**src/rtl/ps2_scan_ctrl.sv**
```systemverilog
// PS/2 scan-code decoder: folds E0/F0 prefixes into one event per key
// and queues {ext,brk,code} events in a first-word-fall-through FIFO.
module ps2_scan_ctrl #(
    parameter int DEPTH   = 4,
    parameter int TIMEOUT = 50000
) (
    input  logic       Clk_K,
    input  logic       Reset_K,
    input  logic       Rx_Done,
    input  logic [7:0] ps2_Rx,
    input  logic       Key_Ready,
    input  logic       Overflow_Clr,
    output logic       Key_Valid,
    output logic [7:0] Key_Code,
    output logic       Key_Ext,
    output logic       Key_Break,
    output logic       Fifo_Full,
    output logic       Overflow
);

    localparam int AW = $clog2(DEPTH);
    localparam int TW = $clog2(TIMEOUT + 1);
    localparam logic [TW-1:0] TO_LAST = TW'(TIMEOUT - 1);
    localparam logic [AW:0]   CNT_FULL = (AW + 1)'(DEPTH);

    typedef enum logic [1:0] {
        IDLE,
        EXT,
        BRK,
        EXT_BRK
    } state_t;

    typedef struct packed {
        logic       ext;
        logic       brk;
        logic [7:0] code;
    } key_evt_t;

    state_t         state, state_nxt;
    logic [TW-1:0]  to_cnt;
    logic           timeout_hit;
    logic           is_e0, is_f0, is_err;
    logic           push_req, push, pop;
    key_evt_t       push_evt, head;
    key_evt_t       mem [DEPTH];
    logic [AW-1:0]  wptr, rptr;
    logic [AW:0]    count;

    assign is_e0  = (ps2_Rx == 8'hE0);
    assign is_f0  = (ps2_Rx == 8'hF0);
    assign is_err = (ps2_Rx == 8'h00) || (ps2_Rx == 8'hFF);
    assign timeout_hit = (state != IDLE) && (to_cnt == TO_LAST);

    always_ff @(posedge Clk_K or negedge Reset_K) begin
        if (!Reset_K) begin
            state  <= IDLE;
            to_cnt <= '0;
        end else begin
            state <= state_nxt;
            if (Rx_Done || state == IDLE || timeout_hit)
                to_cnt <= '0;
            else
                to_cnt <= to_cnt + 1'b1;
        end
    end

    always_comb begin
        state_nxt     = state;
        push_req      = 1'b0;
        push_evt.ext  = (state == EXT) || (state == EXT_BRK);
        push_evt.brk  = (state == BRK) || (state == EXT_BRK);
        push_evt.code = ps2_Rx;
        if (Rx_Done) begin
            unique case (1'b1)
                is_err: state_nxt = IDLE;
                is_e0:  state_nxt = push_evt.brk ? EXT_BRK : EXT;
                is_f0:  state_nxt = push_evt.ext ? EXT_BRK : BRK;
                default: begin
                    push_req  = 1'b1;
                    state_nxt = IDLE;
                end
            endcase
        end else if (timeout_hit) begin
            state_nxt = IDLE;
        end
    end

    // When full, a concurrent pop frees the slot being written.
    assign Fifo_Full = (count == CNT_FULL);
    assign Key_Valid = (count != '0);
    assign pop  = Key_Valid && Key_Ready;
    assign push = push_req && (!Fifo_Full || pop);
    assign head = mem[rptr];

    always_ff @(posedge Clk_K) begin
        if (push)
            mem[wptr] <= push_evt;
    end

    always_ff @(posedge Clk_K or negedge Reset_K) begin
        if (!Reset_K) begin
            wptr     <= '0;
            rptr     <= '0;
            count    <= '0;
            Overflow <= 1'b0;
        end else begin
            if (push)
                wptr <= wptr + 1'b1;
            if (pop)
                rptr <= rptr + 1'b1;
            if (push && !pop)
                count <= count + 1'b1;
            else if (pop && !push)
                count <= count - 1'b1;
            if (push_req && !push)
                Overflow <= 1'b1;
            else if (Overflow_Clr)
                Overflow <= 1'b0;
        end
    end

    assign Key_Code  = Key_Valid ? head.code : 8'h00;
    assign Key_Ext   = Key_Valid && head.ext;
    assign Key_Break = Key_Valid && head.brk;

endmodule

```
**config.mk**
```make
export PLATFORM = sky130hd
export DESIGN_NAME = ps2_scan_ctrl
export DESIGN_NICKNAME = d
export VERILOG_FILES = /design/src/rtl/ps2_scan_ctrl.sv
export SDC_FILE = /design/constraint.sdc
export NUM_CORES = 1
export LEC_CHECK = 0
export BUFFER_PORTS_ARGS = -buffer_cell sky130_fd_sc_hd__buf_4
export CAP_MARGIN = 25
export CORE_AREA = 2 2 73 75
export DETAILED_ROUTE_END_ITERATION = 16
export DIE_AREA = 0 0 75 77
export PLACE_DENSITY = 0.83
export SLEW_MARGIN = 20
export SYNTH_ARGS = -nofsm -noshare
export SYNTH_HDL_FRONTEND = slang
export SYNTH_SLANG_ARGS = --single-unit
```
**constraint.sdc**
```tcl
create_clock -name Clk_K -period 6.4 [get_ports Clk_K]
set_clock_uncertainty 0.1 [all_clocks]
set_input_delay 0.96 -clock Clk_K [delete_from_list [all_inputs] [get_ports Clk_K]]
set_output_delay 0.96 -clock Clk_K [all_outputs]
set_load 0.02 [all_outputs]
```
==> results.toml <==
[global_routing]
grt_pass1_vias = 1651
antenna_found_initial = 0
grt_overflow = 0
grt_usage_pct = 20.1
grt_pass1_wl_um = 8300
grt_max_degree = 27

[cts]
cts_setup_buffers = 0
root_buffer = "clkbuf_8"
post_cts_resized = 0
cts_buffers = 9
path_clk_slew_ps = 70
cts_tree = "yes"
cts.sinks = 66
clock_insertion_delay_worst_skew_ps = 340
cts_buffer_depth = 2
htreeDepth = 3
postCtsHoldBufs = 0

[synthesis]
async_flop_share_pct = 39.4
synth_commonest_cells = "edfxtp_1 (40), dfrtp_1 (26), nor2_1 (24)"
synth_area_leaders = "edfxtp_1 (41%), dfrtp_1 (22%), mux4_2 (7.7%), xnor2_1 (4.2%), nor2_1 (3.1%)"
netlist.area_leader.share_pct = 41.1
syn_avg_cell_area_um2 = 14.4
synth-edff-count = 40
synth_area_mm2 = 0.00292
netlist_instances = 203
ys_seq_area_share_pct = 63.3
ys_ff_latch = 66
synth_flop_cell = "edfxtp_1"
yosys_warnings = 0
synth.distinct_cells = 39
yosysMostFrequentCell = "edfxtp_1"
syn_nets = 223
synth_top_area_cell = "edfxtp_1"

[die]
die_w_um = 75
io_pins = 26
rows = 26
die_y_um = 77
die_area_mm2 = 0.00578
initial_core_util_pct = 58.7
core_area_mm2 = 0.00498

[drt]
drc = 0
firstDrtPassIters = 4
wl_per_cell_um = 16.6
ant_nets = 0
vias_per_cell = 5.59
routed_wl_um = 5110
num_vias = 1722
drt_iter0_markers = 174

[worst_setup_path]
crit_required_ps = 5340
reg2reg_slack_ps = 3960
r2r_end = "count[2]"
cp_max_fo = 12
worst_setup_path_end_kind = "primary output"
r2r_start = "count[1]"
worstSetupPathType = "flip-flop to primary output"
cp-start-kind = "flip-flop"
cp-endpoint = "Key_Code[2]"
ff2ff_path_depth = 8
cp-startpoint = "rptr[0]"
worst_ep_arrival_time_ps = 2080

[final_layout]
n_antenna_cell = 0
final_net_count = 253
syn_to_final_growth_pct = 14.7
layout-drive-gt1-share_pct = 25.2
utilization_pct = 67.4
num-fill-cells = 343

[sta]
finalCriticalPeriod_ps = 3140
report.final.slew_viol_count = 0
fmaxAchievable_mhz = 319
slew_headroom_pct = 51.0
timing.hold.ws_ps = 383
period_share_pct = 49.0
worst_pin_slew_ps = 735
hold_viol = 0
setup_tns_ps = 0
setup_viol = 0
rsz0062_at_grt = "no"

[placement]
dp_hpwl_um = 3350
gp_congestion = 0.757
io_buffer_count = 25

[power_and_ir_drop]
power_density_mw_per_mm2 = 401
pwr-share-clk_pct = 24.6
power_frac_seq_pct = 44.7
switchingPower_mw = 0.422
p_int_mw = 0.923
leakagePower_nw = 1.22
combPwrFrac_pct = 30.6
p_sw_share_pct = 31.4
ir_drop_mv = 0.194

[min_path]
hold_class = "flip-flop to flip-flop"

[flow_run]
max_cap_violations = 0

[run_status]
status = "complete, no violations"
state kept, by name, summed over array words and instances, names as in the netlist:
name	count
rptr	2
to_cnt	16
state	2
mem	40
Overflow	1
wptr	2
count	3
logic make-up (layout without fill, tap and decap cells):
| logic type | Yosys count | count (layout) | synth area share [%] |
|---|---|---|---|
| fa+ha+maj | 7 | 7 | 3.25 |
| compound gates | 14 | 14 | 3.81 |
| xor+xnor | 18 | 18 | 5.39 |
| buf+inv | 15 | 50 | 2.22 |
| simple gates | 71 | 71 | 13.5 |
| mux | 12 | 12 | 8.47 |
| flops | 66 | 66 | 63.3 |
routing by layer:
layer	up-vias	track usage, %	wire [um]
li1	802	-	-
met1	845	28.6	2270
met2	63	28.2	2430
met3	12	6.04	303
met4	0	9.64	110
met5	-	0	0
worst min-delay path by stage:
stage | start | end | slack, ps | cells after the start
6_report | count[2] | count[2] | 380 | 1
5_1_grt | count[2] | count[2] | 410 | 1
4_1_cts | count[2] | count[2] | 380 | 1
3_5_place_dp | count[2] | count[2] | 370 | 1
3_3_place_gp | count[2] | count[2] | 380 | 1
2_1_floorplan | to_cnt[0] | to_cnt[0] | 350 | 1
worst max-delay path, stage by stage, from the launching register on:
cell,delay (ps)
dfrtp_1,820
mux4_2,590
and2_1,170
buf_4,150
stage by stage:
stage | worst slack (ps) | instance area (um2) | power (mW) | instances
global placement | 3210 | 3170 | 1.01 | 292
detailed placement | 3090 | 3170 | 1.03 | 292
floorplan | 3460 | 2920 | 0.872 | 203
global route | 3130 | 3350 | 1.41 | 308
finish | 3260 | 3350 | 1.35 | 308
CTS | 3220 | 3350 | 1.36 | 308
power by group through the flow:
stage | combinational, mW | sequential [mW] | clock, mW
3_5_place_dp | 0.416 | 0.612 | 0
6_report | 0.412 | 0.602 | 0.331
3_3_place_gp | 0.406 | 0.607 | 0
4_1_cts | 0.417 | 0.603 | 0.336
2_1_floorplan | 0.302 | 0.571 | 0
5_1_grt | 0.448 | 0.614 | 0.350
cell usage in the layout (no fill, tap or decap), types with 2 or more instances in the layout:
master,instances
a21oi_1,3
and2_1,14
and3_1,2
buf_4,25
clkbuf_8,9
clkinv_2,4
dfrtp_1,26
edfxtp_1,40
ha_1,6
inv_1,9
mux2_2,2
mux4_2,10
nand2_1,6
nand3_1,6
nand4_1,3
nor2_1,24
nor3_1,2
nor4_1,4
o21ai_0,2
or3_1,3
xnor2_1,14
xor2_1,4
area by class of cell:
class / instances / area, um2 / area share [%]
Clock buffer: 10 / 128 / 3.81
Clock inverter: 6 / 57.6 / 1.72
Inverter: 9 / 33.8 / 1.01
Multi-Input combinational cell: 122 / 1010 / 30.0
Sequential cell: 66 / 1850 / 55.2
Tap cell: 70 / 87.6 / 2.61
Timing Repair Buffer: 25 / 188 / 5.60
Note: power is estimated with default switching activity, not from simulation.
